==> config.mk <==
export PLATFORM = sky130hd
export DESIGN_NAME = rgmii_idelay_cal
export DESIGN_NICKNAME = d
export VERILOG_FILES = /design/src/rtl/eth_rx_pkg.sv /design/src/rtl/rgmii_preamble_chk.sv /design/src/rtl/rgmii_idelay_cal.sv
export SDC_FILE = /design/constraint.sdc
export NUM_CORES = 1
export LEC_CHECK = 0
export CORE_UTILIZATION = 35
export DETAILED_ROUTE_END_ITERATION = 6
export PLACE_DENSITY = 0.57
export SETUP_SLACK_MARGIN = 0.1
export SKIP_LAST_GASP = 1
export SYNTH_ARGS = -nofsm -noshare
export SYNTH_HDL_FRONTEND = slang
export SYNTH_SLANG_ARGS = --single-unit
==> constraint.sdc <==
create_clock -name gmii_rx_clk -period 6.4 [get_ports gmii_rx_clk]
set_input_delay 0.64 -clock gmii_rx_clk [delete_from_list [all_inputs] [get_ports gmii_rx_clk]]
set_output_delay 0.64 -clock gmii_rx_clk [all_outputs]
set_load 0.05 [all_outputs]
==> src/rtl/eth_rx_pkg.sv <==
// Shared RX-path constants: preamble/SFD byte values and the calibration FSM states.
package eth_rx_pkg;

  localparam logic [7:0]  PREAMBLE_BYTE = 8'h55;
  localparam logic [7:0]  SFD_BYTE      = 8'hD5;
  localparam int unsigned PREAMBLE_LEN  = 7;

  typedef enum logic [3:0] {
    ST_IDLE    = 4'd0,
    ST_LOAD    = 4'd1,
    ST_SETTLE  = 4'd2,
    ST_OBSERVE = 4'd3,
    ST_EVAL    = 4'd4,
    ST_FINAL   = 4'd5,
    ST_LOAD_F  = 4'd6,
    ST_DONE    = 4'd7,
    ST_FAIL    = 4'd8
  } cal_state_e;

endpackage

==> src/rtl/rgmii_preamble_chk.sv <==
// Judges the preamble/SFD of each GMII frame whose dv rising edge falls while armed.
//  clk, rst_n      : clock, async active-low reset
//  arm             : observation window open; dropping it abandons any frame in progress
//  dv, rxd         : GMII receive valid/data
//  frame_good/bad  : 1-cycle verdict pulses, one cycle after byte 8 or the early dv fall
module rgmii_preamble_chk
  import eth_rx_pkg::*;
(
  input  logic       clk,
  input  logic       rst_n,
  input  logic       arm,
  input  logic       dv,
  input  logic [7:0] rxd,
  output logic       frame_good,
  output logic       frame_bad
);

  localparam int unsigned IDX_W = $clog2(PREAMBLE_LEN + 1);

  logic             dv_prev_q, dv_prev_d;
  logic             in_frame_q, in_frame_d;
  logic             err_q, err_d;
  logic [IDX_W-1:0] idx_q, idx_d;   // bytes already consumed in the current frame
  logic             good_q, good_d;
  logic             bad_q, bad_d;

  // dv_prev tracks dv even when disarmed, so a frame already running at arm time shows no edge
  always_comb begin
    dv_prev_d  = dv;
    in_frame_d = in_frame_q;
    err_d      = err_q;
    idx_d      = idx_q;
    good_d     = 1'b0;
    bad_d      = 1'b0;
    if (!arm) begin
      in_frame_d = 1'b0;
      err_d      = 1'b0;
      idx_d      = '0;
    end else if (in_frame_q) begin
      if (!dv) begin
        bad_d      = 1'b1;
        in_frame_d = 1'b0;
      end else if (idx_q == IDX_W'(PREAMBLE_LEN)) begin
        good_d     = !err_q && (rxd == SFD_BYTE);
        bad_d      = err_q || (rxd != SFD_BYTE);
        in_frame_d = 1'b0;
      end else begin
        err_d = err_q || (rxd != PREAMBLE_BYTE);
        idx_d = idx_q + IDX_W'(1);
      end
    end else if (dv && !dv_prev_q) begin
      in_frame_d = 1'b1;
      err_d      = (rxd != PREAMBLE_BYTE);
      idx_d      = IDX_W'(1);
    end
  end

  always_ff @(posedge clk or negedge rst_n) begin
    if (!rst_n) begin
      dv_prev_q  <= 1'b0;
      in_frame_q <= 1'b0;
      err_q      <= 1'b0;
      idx_q      <= '0;
      good_q     <= 1'b0;
      bad_q      <= 1'b0;
    end else begin
      dv_prev_q  <= dv_prev_d;
      in_frame_q <= in_frame_d;
      err_q      <= err_d;
      idx_q      <= idx_d;
      good_q     <= good_d;
      bad_q      <= bad_d;
    end
  end

  assign frame_good = good_q;
  assign frame_bad  = bad_q;

endmodule

==> src/rtl/rgmii_idelay_cal.sv <==
// RGMII RX IDELAY calibration: scans every tap, qualifies each by preamble/SFD checks,
// then loads the centre of the longest contiguous passing window (earliest wins ties).
//  gmii_rx_clk, rst_n     : clock, async active-low reset
//  cal_start              : start pulse, ignored while busy
//  gmii_rx_dv, gmii_rxd   : GMII receive stream
//  idelay_tap, idelay_ld  : tap value and 1-cycle load strobe to the IDELAY
//  cal_busy/done/fail     : scan status (done/fail sticky until next start)
//  win_start, win_len     : best window found by the last scan
module rgmii_idelay_cal
  import eth_rx_pkg::*;
#(
  parameter int unsigned TAP_W          = 5,
  parameter int unsigned NUM_TAPS       = 32,
  parameter int unsigned DEFAULT_TAP    = 0,
  parameter int unsigned SETTLE_CYC     = 16,
  parameter int unsigned FRAMES_PER_TAP = 4,
  parameter int unsigned TIMEOUT_CYC    = 1 << 20,
  parameter int unsigned MIN_WINDOW     = 3
) (
  input  logic             gmii_rx_clk,
  input  logic             rst_n,
  input  logic             cal_start,
  input  logic             gmii_rx_dv,
  input  logic [7:0]       gmii_rxd,
  output logic [TAP_W-1:0] idelay_tap,
  output logic             idelay_ld,
  output logic             cal_busy,
  output logic             cal_done,
  output logic             cal_fail,
  output logic [TAP_W-1:0] win_start,
  output logic [TAP_W:0]   win_len
);

  localparam int unsigned LEN_W  = TAP_W + 1;
  localparam int unsigned SET_W  = $clog2(SETTLE_CYC + 1);
  localparam int unsigned TMO_W  = $clog2(TIMEOUT_CYC + 1);
  localparam int unsigned GOOD_W = $clog2(FRAMES_PER_TAP + 1);

  cal_state_e        state_q, state_d;
  logic [TAP_W-1:0]  tap_q, tap_d;
  logic              ld_q, ld_d;
  logic              init_q, init_d;
  logic              busy_q, busy_d;
  logic              done_q, done_d;
  logic              fail_q, fail_d;
  logic [TAP_W-1:0]  win_start_q, win_start_d;
  logic [LEN_W-1:0]  win_len_q, win_len_d;
  logic [SET_W-1:0]  settle_cnt_q, settle_cnt_d;
  logic [TMO_W-1:0]  tmo_cnt_q, tmo_cnt_d;
  logic [GOOD_W-1:0] good_cnt_q, good_cnt_d;
  logic              bad_seen_q, bad_seen_d;
  logic [TAP_W-1:0]  run_start_q, run_start_d;
  logic [LEN_W-1:0]  run_len_q, run_len_d;
  logic [TAP_W-1:0]  best_start_q, best_start_d;
  logic [LEN_W-1:0]  best_len_q, best_len_d;

  logic              frame_good, frame_bad;
  logic [GOOD_W-1:0] good_nxt;
  logic              tap_pass;
  logic              best_ok;

  rgmii_preamble_chk u_chk (
    .clk        (gmii_rx_clk),
    .rst_n      (rst_n),
    .arm        (state_q == ST_OBSERVE),
    .dv         (gmii_rx_dv),
    .rxd        (gmii_rxd),
    .frame_good (frame_good),
    .frame_bad  (frame_bad)
  );

  // Scan sequencing, per-tap qualification and best-window tracking
  always_comb begin
    state_d      = state_q;
    tap_d        = tap_q;
    init_d       = 1'b0;
    busy_d       = busy_q;
    done_d       = done_q;
    fail_d       = fail_q;
    win_start_d  = win_start_q;
    win_len_d    = win_len_q;
    settle_cnt_d = settle_cnt_q;
    tmo_cnt_d    = tmo_cnt_q;
    good_cnt_d   = good_cnt_q;
    bad_seen_d   = bad_seen_q;
    run_start_d  = run_start_q;
    run_len_d    = run_len_q;
    best_start_d = best_start_q;
    best_len_d   = best_len_q;
    good_nxt     = good_cnt_q + GOOD_W'(frame_good);
    tap_pass     = (good_cnt_q == GOOD_W'(FRAMES_PER_TAP)) && !bad_seen_q;
    best_ok      = (best_len_q >= LEN_W'(MIN_WINDOW));

    unique case (state_q)
      ST_IDLE: begin
        if (cal_start) begin
          state_d      = ST_LOAD;
          tap_d        = '0;
          busy_d       = 1'b1;
          done_d       = 1'b0;
          fail_d       = 1'b0;
          win_start_d  = '0;
          win_len_d    = '0;
          run_start_d  = '0;
          run_len_d    = '0;
          best_start_d = '0;
          best_len_d   = '0;
        end
      end
      ST_LOAD: begin
        state_d      = ST_SETTLE;
        settle_cnt_d = '0;
      end
      ST_SETTLE: begin
        if (settle_cnt_q == SET_W'(SETTLE_CYC - 1)) begin
          state_d    = ST_OBSERVE;
          good_cnt_d = '0;
          bad_seen_d = 1'b0;
          tmo_cnt_d  = '0;
        end else begin
          settle_cnt_d = settle_cnt_q + SET_W'(1);
        end
      end
      ST_OBSERVE: begin
        good_cnt_d = good_nxt;
        tmo_cnt_d  = tmo_cnt_q + TMO_W'(1);
        if (frame_bad) begin
          bad_seen_d = 1'b1;
          state_d    = ST_EVAL;
        end else if ((good_nxt == GOOD_W'(FRAMES_PER_TAP)) ||
                     (tmo_cnt_q == TMO_W'(TIMEOUT_CYC - 1))) begin
          state_d = ST_EVAL;
        end
      end
      ST_EVAL: begin
        // Best-window compare uses the run length including this tap
        if (tap_pass) begin
          run_len_d   = run_len_q + LEN_W'(1);
          run_start_d = (run_len_q == '0) ? tap_q : run_start_q;
        end else begin
          run_len_d = '0;
        end
        if (run_len_d > best_len_q) begin
          best_start_d = run_start_d;
          best_len_d   = run_len_d;
        end
        if (tap_q == TAP_W'(NUM_TAPS - 1)) begin
          state_d = ST_FINAL;
        end else begin
          tap_d   = tap_q + TAP_W'(1);
          state_d = ST_LOAD;
        end
      end
      ST_FINAL: begin
        tap_d   = best_ok ? best_start_q + TAP_W'(best_len_q >> 1) : TAP_W'(DEFAULT_TAP);
        state_d = ST_LOAD_F;
      end
      ST_LOAD_F: begin
        busy_d      = 1'b0;
        win_start_d = best_start_q;
        win_len_d   = best_len_q;
        done_d      = best_ok;
        fail_d      = !best_ok;
        state_d     = best_ok ? ST_DONE : ST_FAIL;
      end
      ST_DONE, ST_FAIL: state_d = ST_IDLE;
      default:          state_d = ST_IDLE;
    endcase

    // Strobe coincides with the LOAD states; init_q adds the post-reset default reload
    ld_d = init_q || (state_d == ST_LOAD) || (state_d == ST_LOAD_F);
  end

  always_ff @(posedge gmii_rx_clk or negedge rst_n) begin
    if (!rst_n) begin
      state_q      <= ST_IDLE;
      tap_q        <= TAP_W'(DEFAULT_TAP);
      ld_q         <= 1'b0;
      init_q       <= 1'b1;
      busy_q       <= 1'b0;
      done_q       <= 1'b0;
      fail_q       <= 1'b0;
      win_start_q  <= '0;
      win_len_q    <= '0;
      settle_cnt_q <= '0;
      tmo_cnt_q    <= '0;
      good_cnt_q   <= '0;
      bad_seen_q   <= 1'b0;
      run_start_q  <= '0;
      run_len_q    <= '0;
      best_start_q <= '0;
      best_len_q   <= '0;
    end else begin
      state_q      <= state_d;
      tap_q        <= tap_d;
      ld_q         <= ld_d;
      init_q       <= init_d;
      busy_q       <= busy_d;
      done_q       <= done_d;
      fail_q       <= fail_d;
      win_start_q  <= win_start_d;
      win_len_q    <= win_len_d;
      settle_cnt_q <= settle_cnt_d;
      tmo_cnt_q    <= tmo_cnt_d;
      good_cnt_q   <= good_cnt_d;
      bad_seen_q   <= bad_seen_d;
      run_start_q  <= run_start_d;
      run_len_q    <= run_len_d;
      best_start_q <= best_start_d;
      best_len_q   <= best_len_d;
    end
  end

  assign idelay_tap = tap_q;
  assign idelay_ld  = ld_q;
  assign cal_busy   = busy_q;
  assign cal_done   = done_q;
  assign cal_fail   = fail_q;
  assign win_start  = win_start_q;
  assign win_len    = win_len_q;

endmodule

==> results.toml, run 1 <==
[worst_setup_path]
crit_required_ns = 6.62
cp_slowest_cell = "a31oi_1"
r2r-end = "best_len_q[5]$_DFFE_PN0P_"
critPathTopFamily = "compound AO/OA/AOI/OAI gates"
worst-setup-path-type = "flip-flop to flip-flop"
slowest_delay_ns = 0.89
cp-start-kind = "flip-flop"
r2r_cells = 8
path_buf_inv = 0
path_max_fanout = 11
r2r-start = "good_cnt_q[0]$_DFFE_PN0P_"
cp-end-kind = "flip-flop"
arrival_ns = 3.73
rrSetupSlack_ns = 2.89
crit_chain = "or4b_1 -> nor2_1 -> ha_1 -> a21oi_1 -> nand2_1 -> a221o_1 -> a31oi_1 -> mux2_2"

[clocking]
clock-root-buffer = "clkbuf_16"
cts-buffers-inserted = 9
worstSkewPairLatency_ns = 0.33
clkTransAtPathRegs_ns = 0.06
cts_max_level = 3
cts_sinks = 85
cts_setup_buffers = 0
cts_resized = 0
cts_hold_repair.buffers = 0
clockBufferDepth = 2
cts_tree = "built"

[pwr]
pwr-share-comb = 0.301
power.share.clock = 0.294
p_leak_nw = 2.35
p_sw_mw = 0.616
powerDensity_mw_per_mm2 = 340
switching_share = 0.353
pwr-share-seq = 0.405
power_mw = 1.75
internal-power_mw = 1.13
peakVddDrop_mv = 0.161

[synth]
yosys.area.top_type = "dfrtp_1"
synthMostInstantiatedCell = "dfrtp_1"
synth_cell_types = 49
yosysWarnings = 0
netlist_instances = 452
synth_seq_cells = 85
ys_async_sr_fraction = 1.00
synth_nets = 486
ys.flop_type = "dfrtp_1"
synth.top_cell.area_share = 0.480
yosysSeqAreaShare = 0.486
synth_common_cells = "dfrtp_1 (84), nand2_1 (62), o21ai_0 (41), nor2_1 (40), ha_1 (21)"
syn_area_mm2 = 0.00438
synth_edf_count = 0
avgSynthCellArea_um2 = 9.70
synthTopCellsByArea = "dfrtp_1 (48%), ha_1 (6.0%), nand2_1 (5.3%), o21ai_0 (4.7%), nor2_1 (3.4%)"

[final_layout]
multi_input_area_mm2 = 0.00215
n_antenna_cell = 0
drive_gt1_frac = 0.0537
fillers = 1189
seq_area_mm2 = 0.00213
syn2layout_area_growth_pct = 17.4
fin_nets = 513

[floorplanning]
core-area_mm2 = 0.0121
die_y_um = 114
start_util = 0.362
die_area_mm2 = 0.0130
ios = 32
die_x_um = 114
row_count = 40

[grt]
grt_pass1_wl_um = 16600
grt_util_met2 = 0.274
grt_use_met3 = 0.0361
grt_pass1_vias = 3422
grt-ovfl-total = 0
grt_use_total = 0.161
met1_usage = 0.203
antenna_found_initial = 0
grt_max_degree = 64
grt-busiest-layer = "met2"

[route]
vias = 3396
dr.pass1.iters = 5
drc = 0
drt-initial-drc-count = 159
antenna_left = 0
routedWlPerCell_um = 14.7
wirelength_um = 9610
vias_per_cell = 5.21

[sta]
fin_setup_tns_ns = 0
setup_viol = 0
tightest_slew_ns = 1.20
layout_min_cycle_time_ns = 3.51
slew_violations = 0
rsz0062_at_grt = "false"
finalClockSkew_ns = 0.00420
fmax_mhz = 285
hold_violations = 0
slew_headroom = 0.199
post-route-period-util = 0.549

[min_path]
min_path_type = "input port to asynchronous set/reset pin"

[run_status]
status = "completed"

[job]
maxCapViolations = 0

[placement]
place_congestion = 0.823
io_buffers = 31
dp_hpwl_um = 6820
-- worst register-to-register path, stage by stage (launching register included) --
cell,delay (ns)
dfrtp_1,0.41
or4b_1,0.68
nor2_1,0.16
ha_1,0.26
a21oi_1,0.16
nand2_1,0.07
a221o_1,0.34
a31oi_1,0.89
mux2_2,0.42
-- layout by cell type (no fill, tap or decap), drive strengths merged, types with 5 or more instances in the layout --
cell type	count
a21o	11
and3	8
mux2	10
nor2	40
o21ai	42
nand3	19
nand2	62
xor2	6
nor3	7
a22o	14
o22ai	7
and2	6
nand4	9
clkdlybuf4s50	30
nor2b	5
a21oi	16
clkbuf	12
xnor2	5
mux2i	12
dfrtp	84
ha	21
inv	10
-- sequential cells by signal (all words and copies together) (netlist names), 3 cells and up --
register	count
tmo_cnt_q	21
best_len_q	6
run_len_q	6
win_len	6
best_start_q	5
idelay_tap	5
run_start_q	5
settle_cnt_q	5
win_start	5
state_q	4
good_cnt_q	3
u_chk.idx_q	3
-- per-layer routing --
metal,share of wire,vias to the layer above
met4,0.015,0
met3,0.029,13
met5,0,-
met1,0.47,1652
met2,0.49,57
li1,-,1674
-- power by group through the flow --
stage               clock (mW)  sequential, mW  combinational, mW
floorplan                    0           0.847              0.226
global placement             0           0.714              0.518
detailed placement           0           0.719              0.529
CTS                      0.528           0.709              0.531
global route             0.553           0.724              0.573
finish                   0.513           0.708              0.526
-- cell families after synthesis --
| family | count (synthesis) | synth area share |
|---|---|---|
| AND/OR/NAND/NOR | 179 | 0.200 |
| AO/OA/AOI/OAI | 105 | 0.150 |
| flip-flops | 85 | 0.486 |
| buffers and inverters | 27 | 0.0237 |
| adder cells (fa/ha/maj) | 22 | 0.0645 |
| multiplexers | 22 | 0.0531 |
| XOR/XNOR | 11 | 0.0220 |
| other | 1 | 0.000856 |
-- per-stage QoR --
stage               setup slack (ns)  std cells  area [um2]  utilization  hold slack (ns)
floorplan                       3.58        452        4380            -            0.344
CTS                             2.89        652        5140        0.425            0.190
global route                    2.71        652        5140        0.425            0.203
global placement                2.98        636        4850        0.400            0.466
detailed placement              2.90        636        4850        0.400            0.464
finish                          2.89        652        5140        0.425            0.192
-- how the worst max path moves through the flow --
stage	startpoint	to	slack [ns]	depth (start not counted)
6_report	good_cnt_q[0]$_DFFE_PN0P_	best_len_q[5]$_DFFE_PN0P_	2.89	8
5_1_grt	good_cnt_q[0]$_DFFE_PN0P_	best_len_q[5]$_DFFE_PN0P_	2.71	8
4_1_cts	good_cnt_q[0]$_DFFE_PN0P_	best_len_q[3]$_DFFE_PN0P_	2.89	8
3_5_place_dp	good_cnt_q[0]$_DFFE_PN0P_	best_len_q[5]$_DFFE_PN0P_	2.90	8
3_3_place_gp	good_cnt_q[0]$_DFFE_PN0P_	best_len_q[3]$_DFFE_PN0P_	2.98	8
2_1_floorplan	good_cnt_q[0]$_DFFE_PN0P_	best_len_q[0]$_DFFE_PN0P_	3.58	10
-- layout make-up --
| type | count | share of cell area |
|---|---|---|
| Inverter | 10 | 0.00730 |
| Clock inverter | 4 | 0.00924 |
| Sequential cell | 85 | 0.414 |
| Clock buffer | 12 | 0.0479 |
| Timing Repair Buffer | 33 | 0.0628 |
| Multi-Input combinational cell | 340 | 0.418 |
| Tap cell | 168 | 0.0409 |
Note: power is estimated with default switching activity, not from simulation.
==> run 2: changes to the inputs <==
--- a/config.mk
+++ b/config.mk
@@ -7,7 +7,7 @@
 export LEC_CHECK = 0
 export CORE_UTILIZATION = 35
 export DETAILED_ROUTE_END_ITERATION = 6
-export PLACE_DENSITY = 0.57
+export PLACE_DENSITY = 0.59
 export SETUP_SLACK_MARGIN = 0.1
 export SKIP_LAST_GASP = 1
 export SYNTH_ARGS = -nofsm -noshare
==> constraint.sdc (replaced) <==
create_clock -name gmii_rx_clk -period 3.05 [get_ports gmii_rx_clk]
set_input_delay 0.305 -clock gmii_rx_clk [delete_from_list [all_inputs] [get_ports gmii_rx_clk]]
set_output_delay 0.305 -clock gmii_rx_clk [all_outputs]
set_load 0.05 [all_outputs]
==> run 2 against run 1 <==
  * The run now ends with hold timing left
  * Maximum frequency up 22%
  * Die area unchanged
  * Largest cell class unchanged
  * Critical path type unchanged
  * Sequential power up 110%
==> results.toml, run 2 (synthesis gave the netlist of run 1 again) <==
[worst_setup_path]
path_max_fanout = 6
worst-setup-path-type = "flip-flop to flip-flop"
critPathTopFamily = "simple AND/OR/NAND/NOR gates"
r2r_cells = 9
critical_path_depth = 9
cp-start-kind = "flip-flop"
crit_chain = "or4b_4 -> nor2_2 -> ha_1 -> a21oi_1 -> nand2_1 -> a221o_1 -> a31oi_2 -> buf_4 -> mux2_1"
path_buf_inv = 1
slowest_delay_ns = 0.61
cp-end-kind = "flip-flop"
arrival_ns = 3.11
crit_required_ns = 3.27
cp_slowest_cell = "or4b_4"

[final_layout]
top_register = "tmo_cnt_q"
n_antenna_cell = 0
syn2layout_area_growth_pct = 20.0
largest_reg_flops = 21
drive_gt1_frac = 0.0736
layout_commonest_cell = "dfrtp_1"
final_cell_mix = "dfrtp_1 (84), nand2_1 (62), o21ai_0 (41)"
fin_nets = 519
stdcell_count = 657

[grt]
grt_pass1_wl_um = 17000
grt_max_degree = 86
grt-ovfl-total = 0
grt_use_total = 0.167
antenna_found_initial = 0
grt_pass1_vias = 3572

[route]
wl_met3_um = 406
met2_length_um = 4850
drt-met1-wl_um = 4470
topRoutingLayerUsed = "met4"
drt-initial-drc-count = 236
dr.pass1.iters = 4
drc = 0
vias = 3439
vias_per_cell = 5.23
routedWlPerCell_um = 15.1
antenna_left = 0
wirelength_um = 9930

[sta]
fin_setup_tns_ns = 0
fmax_mhz = 347
holdWs_ns = -0.0258
finalClockSkew_ns = 0.00477
slew_violations = 0
slew_headroom = 0.488
post-route-period-util = 0.946
layout_min_cycle_time_ns = 2.89
tightest_slew_ns = 0.765
rsz0062_at_grt = "false"
hold_violations = 21
setup_viol = 0

[placement]
place_congestion = 0.856
placed_cells = 640
dp_hpwl_um = 6820
io_buffers = 31

[pwr]
switching_share = 0.344
pwr-share-seq = 0.387
peakVddDrop_mv = 0.294
pwr-share-comb = 0.292
p_sw_mw = 1.32
power.share.clock = 0.321
internal-power_mw = 2.52
p_leak_nw = 2.41
powerDensity_mw_per_mm2 = 730

[floorplanning]
core-area_mm2 = 0.0121
die_area_mm2 = 0.0130
ios = 32
die_y_um = 114
row_count = 40
die_x_um = 114
start_util = 0.362

[min_path]
min_path_type = "input port to asynchronous set/reset pin"

[clocking]
cts_tree = "built"
cts_hold_repair.buffers = 0
clockBufferDepth = 2
cts_sinks = 85
cts_max_level = 3
clock-root-buffer = "clkbuf_16"
cts-buffers-inserted = 9
clkTransAtPathRegs_ns = 0.06
worstSkewPairLatency_ns = 0.34

[run_status]
status = "complete, but fails checks"
violations = "hold timing"

[job]
maxCapViolations = 0
==> run 2: final timing paths <==
check | from | endpoint | slack, ns
max reg2reg | bad_seen_q$_DFFE_PN0P_ | best_len_q[2]$_DFFE_PN0P_ | 0.16
max | bad_seen_q$_DFFE_PN0P_ | best_len_q[2]$_DFFE_PN0P_ | 0.16
min | rst_n | run_start_q[2]$_DFFE_PN0P_ | -0.03
min in group gmii_rx_clk | cal_fail$_DFFE_PN0P_ | cal_fail$_DFFE_PN0P_ | 0.48
max in group asynchronous | rst_n | init_q$_DFF_PN1_ | 2.66
min reg2reg | cal_fail$_DFFE_PN0P_ | cal_fail$_DFFE_PN0P_ | 0.48
==> run 2: worst reg2reg max path, stage by stage (launching register included) <==
cell     delay (ns)
dfrtp_1        0.41
or4b_4         0.61
nor2_2         0.13
ha_1           0.26
a21oi_1        0.16
nand2_1        0.08
a221o_1        0.37
a31oi_2        0.24
buf_4          0.19
mux2_1         0.33
==> run 2: metal layers <==
layer	track usage	up-vias
li1	-	1680
met1	0.201	1673
met2	0.292	65
met3	0.0377	21
met4	0.0563	0
met5	0	-
==> run 2: final cells by class <==
class	instances	area, um2
repair buffers	39	384
clock inverters	5	100
well taps	168	210
flip-flops and latches	85	2130
fillers	1194	6850
multi-input cells	340	2170
inverters	10	37.5
clock buffers	10	229
==> run 2: through the flow <==
stage	util	instance area [um2]	power (mW)	setup WS [ns]	hold slack [ns]
3_5_place_dp	0.404	4890	2.62	0.126	0.380
4_1_cts	0.431	5230	3.87	0.197	0.0172
2_1_floorplan	-	4380	2.25	0.228	0.00941
6_report	0.434	5260	3.84	0.164	-0.0258
3_3_place_gp	0.404	4890	2.59	0.199	0.379
5_1_grt	0.434	5260	4.05	0.106	0.0426
==> run 2: repair_timing <==
item                                    4_1_cts  5_1_grt
endpoints found under the setup margin        3       10
buffers inserted                              0        1
gates resized for setup                       1        6
pin swaps                                     0        2
cloned                                        0        1
==> run 2: power by group through the flow <==
stage	Sequential, mW	Clock [mW]	Combinational (mW)
floorplan	1.78	0	0.475
global placement	1.50	0	1.09
detailed placement	1.50	0	1.12
CTS	1.49	1.26	1.13
global route	1.52	1.30	1.24
finish	1.48	1.23	1.12
==> run 3: changes to the inputs <==
--- a/config.mk
+++ b/config.mk
@@ -7,7 +7,6 @@
 export LEC_CHECK = 0
 export CORE_UTILIZATION = 35
 export DETAILED_ROUTE_END_ITERATION = 6
-export PLACE_DENSITY = 0.59
 export SETUP_SLACK_MARGIN = 0.1
 export SKIP_LAST_GASP = 1
 export SYNTH_ARGS = -nofsm -noshare
==> constraint.sdc (replaced) <==
create_clock -name gmii_rx_clk -period 2.5 [get_ports gmii_rx_clk]
set_input_delay 0.25 -clock gmii_rx_clk [delete_from_list [all_inputs] [get_ports gmii_rx_clk]]
set_output_delay 0.25 -clock gmii_rx_clk [all_outputs]
set_load 0.05 [all_outputs]
==> run 3 against run 2 <==
  * The run ends with setup timing left
  * Critical path depth stayed put
  * First-iteration DRC count shrank 8.9%
  * Clock-buffer cell count increased by 3
  * Via count up 0.38%
  * Core utilization grew 2.6 points
  * Final cell count rose by 4.3%
  * Largest cell class unchanged
  * Highest routed layer unchanged
==> results.toml, run 3 (synthesis gave the netlist of run 1 again) <==
[sta]
post-route-period-util = 1.07
fin_ws_ns = -0.185
finalClockSkew_ns = 0.00829
tightest_slew_ns = 0.677
fin_setup_tns_ns = -1.91
slew_violations = 0
hold_violations = 0
rsz0062_at_grt = "true"
fmax_mhz = 372
slew_headroom = 0.548
layout_min_cycle_time_ns = 2.69
setup_viol = 11

[final_layout]
layout_commonest_cell = "dfrtp_1"
drive_gt1_frac = 0.149
fin_area_mm2 = 0.00557
stdcell_count = 685
n_antenna_cell = 0
top_register = "tmo_cnt_q"
final_cell_mix = "dfrtp_1 (84), nand2_1 (62), o21ai_0 (41)"
largest_reg_flops = 21
syn2layout_area_growth_pct = 27.1
fin_nets = 546

[floorplanning]
die_y_um = 114
start_util = 0.362
die_x_um = 114
die_area_mm2 = 0.0130
row_count = 40
ios = 32
core-area_mm2 = 0.0121

[grt]
grt_use_total = 0.170
grt_pass1_wl_um = 17400
grt_pass1_vias = 3572
grt_max_degree = 52
grt-ovfl-total = 0
antenna_found_initial = 0

[clocking]
cts_tree = "built"
clock-root-buffer = "clkbuf_16"
cts_max_level = 3
worstSkewPairLatency_ns = 0.34
cts_sinks = 85
clockBufferDepth = 2
cts-buffers-inserted = 9
clkTransAtPathRegs_ns = 0.06

[route]
vias = 3452
drc = 0
dr.pass1.iters = 5
drt-initial-drc-count = 215
wirelength_um = 9960
routedWlPerCell_um = 14.5
vias_per_cell = 5.04
antenna_left = 0

[pwr]
power_mw = 4.68
p_leak_nw = 2.57
peakVddDrop_mv = 0.348
powerDensity_mw_per_mm2 = 841

[placement]
place_congestion = 0.782
placed_cells = 666
dp_hpwl_um = 7240
io_buffers = 31
postPlaceCellArea_mm2 = 0.00513

[worst_setup_path]
cp-end-kind = "flip-flop"
worst-setup-path-type = "flip-flop to flip-flop"
arrival_ns = 2.91
path_max_fanout = 6
crit_required_ns = 2.72
cp-start-kind = "flip-flop"

[job]
maxCapViolations = 0

[run_status]
status = "complete, but fails checks"
violations = "setup timing"

[min_path]
min_path_type = "input port to asynchronous set/reset pin"
-- run 3: changes by cell type in the layout (fill, tap and decap cells not counted), moves of 2 or more --
cell      change
buf_4        +25
clkbuf_8      +2
clkinv_2      -2
ha_1          -2
mux2_1        -6
mux2_2        -4
mux2_4       +10
nor2_1        -3
nor2_4        +2
xor2_1        -2
xor2_2        +2
-- run 3: path summary, 6_finish.rpt --
check                                          start                        end  slack, ns  cells after the start
min reg2reg                tmo_cnt_q[11]$_DFFE_PN0P_  tmo_cnt_q[11]$_DFFE_PN0P_       0.47                      1
max in group asynchronous                      rst_n           init_q$_DFF_PN1_       1.44                      3
max                           bad_seen_q$_DFFE_PN0P_  best_len_q[5]$_DFFE_PN0P_      -0.19                      9
min in group gmii_rx_clk   tmo_cnt_q[11]$_DFFE_PN0P_  tmo_cnt_q[11]$_DFFE_PN0P_       0.47                      1
min                                            rst_n  idelay_tap[1]$_DFFE_PN0P_       0.42                      2
max reg2reg                   bad_seen_q$_DFFE_PN0P_  best_len_q[5]$_DFFE_PN0P_      -0.19                      9
-- run 3: final cells by class --
type	count	area (um2)
clock buffer	13	260
clock inverter	3	67.6
fill	1171	6540
inverter	10	37.5
multi-input combinational	340	2270
sequential	85	2130
tap	168	210
timing repair buffer	66	593
-- run 3: through the flow --
| stage | hold slack, ns | util | setup WS (ns) |
|---|---|---|---|
| 6_report | 0.415 | 0.460 | -0.185 |
| 5_1_grt | 0.452 | 0.460 | -0.275 |
| 4_1_cts | 0.427 | 0.457 | -0.235 |
| 3_5_place_dp | 0.241 | 0.424 | -0.391 |
| 3_3_place_gp | 0.234 | 0.424 | -0.285 |
| 2_1_floorplan | -0.0456 | - | -0.224 |
-- run 3: repair_timing --
item / 4_1_cts / 5_1_grt
setup buffers: 1 / 1
pin swaps: 5 / 8
endpoints found under the setup margin: 11 / 11
gates resized for setup: 10 / 5
endpoints found under the hold margin: 34 / 0
hold buffers: 1 / 0
-- run 3: power breakdown --
part	internal, mW	total (mW)	switching (mW)
Sequential	1.60	1.79	0.191
Clock	0.931	1.46	0.530
Combinational	0.534	1.43	0.896
-- run 3: routing by layer --
layer / track usage / share of wire
met1: 0.223 / 0.47
met2: 0.280 / 0.49
met3: 0.0340 / 0.023
met4: 0.0606 / 0.017
met5: 0 / 0
-- run 3: worst max-delay path: stages (launching register included) --
cell     delay, ns
dfrtp_1       0.38
or4b_4        0.61
nor2_4        0.13
ha_4          0.21
a21oi_2       0.11
nand2_1       0.07
a221o_1       0.39
a31oi_4       0.20
buf_6         0.16
mux2_4        0.30
==> RTL edit 1, RTL diff (config.mk and constraints of run 3) <==
`TAP_W`: 5 -> 10.
--- a/src/rtl/rgmii_idelay_cal.sv
+++ b/src/rtl/rgmii_idelay_cal.sv
@@ -11,3 +11,3 @@
 #(
-  parameter int unsigned TAP_W          = 5,
+  parameter int unsigned TAP_W          = 10,
   parameter int unsigned NUM_TAPS       = 32,
Ports: changed (resized idelay_tap, win_len and win_start); port bits go from 32 to 47. The function was not compared with the original's and may differ.
==> RTL edit 1 against run 3 <==
  * The run ends with design-rule violations, negative setup slack left
  * Sequential share of layout area fell by 3.0 points
  * Maximum frequency fell by 3.8%
  * Worst setup slack got worse by 110 ps
  * Sequential power rose by 76%
  * Wire length rose by 70%
  * Final area rose by 53%
  * First-iteration DRC count rose by 98%
  * Sequential cell count rose by 35
  * Total power rose by 120%
  * Synthesized area rose by 49%
==> RTL edit 1: results (changes against run 3) <==
run status=finished, violations left; violated checks=design-rule violations, negative setup slack; endpoints failing setup=21 (+10); Max IR drop VDD=0.0006024 V (+73%); highest net fanout along the worst path=8 (+2); final WL=16,940 um (+70%); Final clock-cell share=0.07293 (+0.01409); bufs w/o clock=112 (+70%); DP Area=7629 um^2 (+49%); Layout clock buffers=20 (+7); multi-input gate area in the final layout=3466 um^2 (+52%); measured slew at the worst slew-check pin=717.0 ps (+40.49 ps); share of synthesized area occupied by flip-flops and latches=0.4600 (-0.02553); most common library cells after synthesis=142 x nand2_1, 119 x dfrtp_1, 57 x o21ai_0; Final Net Count=849 (+55%); area taken by flip-flops and latches=3004 um^2 (+41%); clock insertion delay at the later pin of the skew report=430 ps (+90 ps); Worst Clk Skew=8.860 ps (+0.5680 ps); vias in the first global route=5,429 (+52%); Net Count, Synth=750 (+54%); drt drc=3 (+3); layout cells sized above 1=0.1734 (+0.02445); switching portion of total power=0.4132 (+0.06804); # port buffers=46 (+48%); final setup slack of the worst path=-291.9 ps (-106.8 ps); final non-filler cell total=1,048 (+53%); number of violations reported at the end of detailed-routing iteration 0=425 (+98%); crit path DAT=3140 ps (+230 ps); Layout non-clock buf frac=0.1241 (+0.01769); largest stage delay on the critical path=670 ps (+60 ps); Cells after Synth=707 (+56%); H-Tree Level Count=4 (+1); multi-input gates=531 (+56%); Post-Syn Area per Cell=9.236 um^2 (-4.7%); non-clock inverter count in the final layout=24 (+14); dominant cells by area after synthesis=dfrtp_1 46%, nand2_1 8.2%, ha_1 5.7%; sequential cell count=120 (+41%); first-pass GRT wire length=28,040 um (+62%); global-route usage over all layers=0.1848 (+0.01456)
## RTL edit 1: repair_timing
action                                 CTS  global route
endpoints found under the hold margin   21             0
pin swaps                                6             6
setup endpoints to repair               21            37
setup buffers                            3             3
gates cloned                             2             1
gates resized for setup                 10            18
hold buffers                             1             0
## RTL edit 1: power by group through the flow
stage	sequential [mW]	clock (mW)	combinational, mW
2_1_floorplan	3.84	0	1.96
3_3_place_gp	3.16	0	4.14
3_5_place_dp	3.16	0	4.17
4_1_cts	3.14	2.64	4.21
5_1_grt	3.24	2.73	4.74
6_report	3.15	2.61	4.33
## RTL edit 1: logic make-up after synthesis
family                     synth area share
buffers and inverters               0.03660
and+or+nand+nor                      0.2173
AOI/OAI and AO/OA                    0.1364
other                             0.0005743
muxes                               0.06170
DFF                                  0.4601
xor gates and xnor gates            0.02682
adders and majority gates           0.06055
## RTL edit 1: worst register-to-register path: stages, from the launching register on
cell and delay [ps]:
dfrtp_1 370, or4b_4 670, nor2_4 180, ha_4 220, and4_1 210, a21boi_1 130
o31a_1 300, o21ai_4 160, buf_6 170, clkbuf_16 160, mux2i_1 160
## RTL edit 1: metal layers
metal	up-vias	GRT usage	part of all wire
met5	-	0	0
met4	0	0.06978	0.019
met3	24	0.03798	0.035
met2	116	0.2976	0.48
met1	2652	0.2450	0.47
li1	2723	-	-
## RTL edit 1: worst paths after layout
kind | start | end | slack [ps] | cells past startpoint
max in group asynchronous | rst_n | tmo_cnt_q[9] | 1570 | 3
worst max register to register | bad_seen_q | best_start_q[7] | -290 | 10
min in group gmii_rx_clk | gmii_rx_dv | u_chk.dv_prev_q | 390 | 1
worst min register to register | tmo_cnt_q[6] | tmo_cnt_q[6] | 470 | 1
worst min-delay path | rst_n | run_start_q[8] | 270 | 2
worst max-delay path | bad_seen_q | best_start_q[7] | -290 | 10
==> RTL edit 2, RTL diff (config.mk and constraints of run 3) <==
Without the edit above. The output `idelay_ld` loses its register stage (`ld_q` becomes a continuous assignment).
--- a/src/rtl/rgmii_idelay_cal.sv
+++ b/src/rtl/rgmii_idelay_cal.sv
@@ -177,3 +177,2 @@
       tap_q        <= TAP_W'(DEFAULT_TAP);
-      ld_q         <= 1'b0;
       init_q       <= 1'b1;
@@ -195,3 +194,2 @@
       tap_q        <= tap_d;
-      ld_q         <= ld_d;
       init_q       <= init_d;
@@ -213,2 +211,4 @@
 
+  assign ld_q = ld_d;
+
   assign idelay_tap = tap_q;
Behaviour: not the same (Yosys sat finds a counterexample within 4 cycles, from zero or initial values and one cycle with rst_n low).
==> RTL edit 2 against run 3 <==
  * The run still ends with negative setup slack left
  * Via count up 0.12%
  * Sequential cell count down 1
  * Clock skew up 0.94 ps
  * Synthesized cell count down 0.22%
  * Worst setup slack better by 32 ps
  * Synthesized area down 0.57%
  * Wire length up 0.77%
  * Total power down 1.1%
  * Final area down 0.25%
  * Utilization up 0.077 points
  * Critical path type unchanged
  * Critical endpoint unchanged
  * Largest cell class unchanged
  * Largest power group unchanged
==> RTL edit 2: results (changes against run 3) <==
run status=finished, violations left; violated checks=negative setup slack; synthesized-area fraction occupied by ao, oa, aoi and oai cells=0.1510 (+0.0008622); first-pass GRT wire length=17,040 um (-1.8%); final non-filler cell total=684 (-0.15%); global-route usage over all layers=0.1706 (+0.0003168); fraction of met3 tracks used by global routing=0.04888 (+0.01488); post-CTS repair timing setup buffer count=4 (+3); Worst Clk Skew=9.236 ps (+0.9438 ps); adder and majority gate portion of the synthesized area=0.06489 (+0.0003705); Final Net Count=545 (-0.18%); number of violations reported at the end of detailed-routing iteration 0=166 (-23%); share of synthesized area spent on multiplexers=0.05340 (+0.0003049); Global Route met1 Usage=0.2158 (-0.007319); largest net degree at the start of global routing=45 (-13%); startpoint of the lowest-slack register-to-register path=good_cnt_q[0]; Placed Cells incl. Taps=663 (-0.45%); routed via count=3,456 (+0.12%); final setup slack of the worst path=-153.4 ps (+31.69 ps); switching portion of total power=0.3529 (+0.007735); Metal-1 WL=4692 um (-0.57%); XOR/XNOR Fraction of Synth Area=0.02211 (+0.0001262); Net Count, Synth=485 (-0.21%); endpoints failing setup=11 (unchanged); routing usage on met2=0.2829 (+0.002439); dominant cells by area after synthesis=dfrtp_1 48%, ha_1 6.0%, nand2_1 5.3%; half-perimeter wire length after placement=7142 um (-1.4%); layout cells sized above 1=0.1628 (+0.01385); Gates resized, CTS repair=13 (+3)
==> RTL edit 2: cell count changes after synthesis, sizes merged <==
cell	run 3	this run
dfrtp	84	83
==> RTL edit 2: worst max path at each step <==
stage	from	endpoint	slack [ps]	depth (start not counted)
floorplan	good_cnt_q[1]	best_len_q[0]	-220	9
global placement	bad_seen_q	best_len_q[5]	-290	9
detailed placement	bad_seen_q	best_len_q[5]	-330	8
CTS	good_cnt_q[0]	best_len_q[5]	-160	9
global route	good_cnt_q[1]	best_len_q[1]	-240	9
finish	good_cnt_q[0]	best_len_q[5]	-150	8
==> RTL edit 2: metrics by stage <==
step                TNS [ps]  worst slack [ps]    util  area, um^2  power [mW]
floorplan              -2102            -224.4       -        4414       2.730
global placement       -2660            -289.6  0.4222        5092       3.185
detailed placement     -3106            -333.2  0.4222        5092       3.213
CTS                    -1618            -161.7  0.4583        5528       4.665
global route           -2457            -236.6  0.4608        5558       4.876
finish                 -1582            -153.4  0.4608        5558       4.632
==> RTL edit 2: critical path, cell delays in order, from the launching register on <==
cell	delay (ps)
dfrtp_1	380
or4b_4	610
nor2_4	170
ha_4	210
and3_4	170
a221o_1	340
a31oi_4	190
buf_6	160
mux2_4	300
==> RTL edit 2: power groups by stage <==
stage	Clock, mW	Combinational [mW]	Sequential (mW)
after global routing	1.51	1.55	1.82
after floorplan	0	0.584	2.15
final	1.43	1.42	1.78
after global placement	0	1.39	1.79
after detailed placement	0	1.42	1.80
after CTS	1.46	1.43	1.78
==> RTL edit 2: final cells by class <==
class                      instances  area, um^2  area share
inverter                          10       37.54    0.006754
sequential                        84        2105      0.3787
multi-input combinational        340        2297      0.4133
timing repair buffer              66       590.6      0.1063
clock inverter                     6       88.84     0.01598
clock buffer                      10       229.0     0.04120
tap                              168       210.2     0.03782
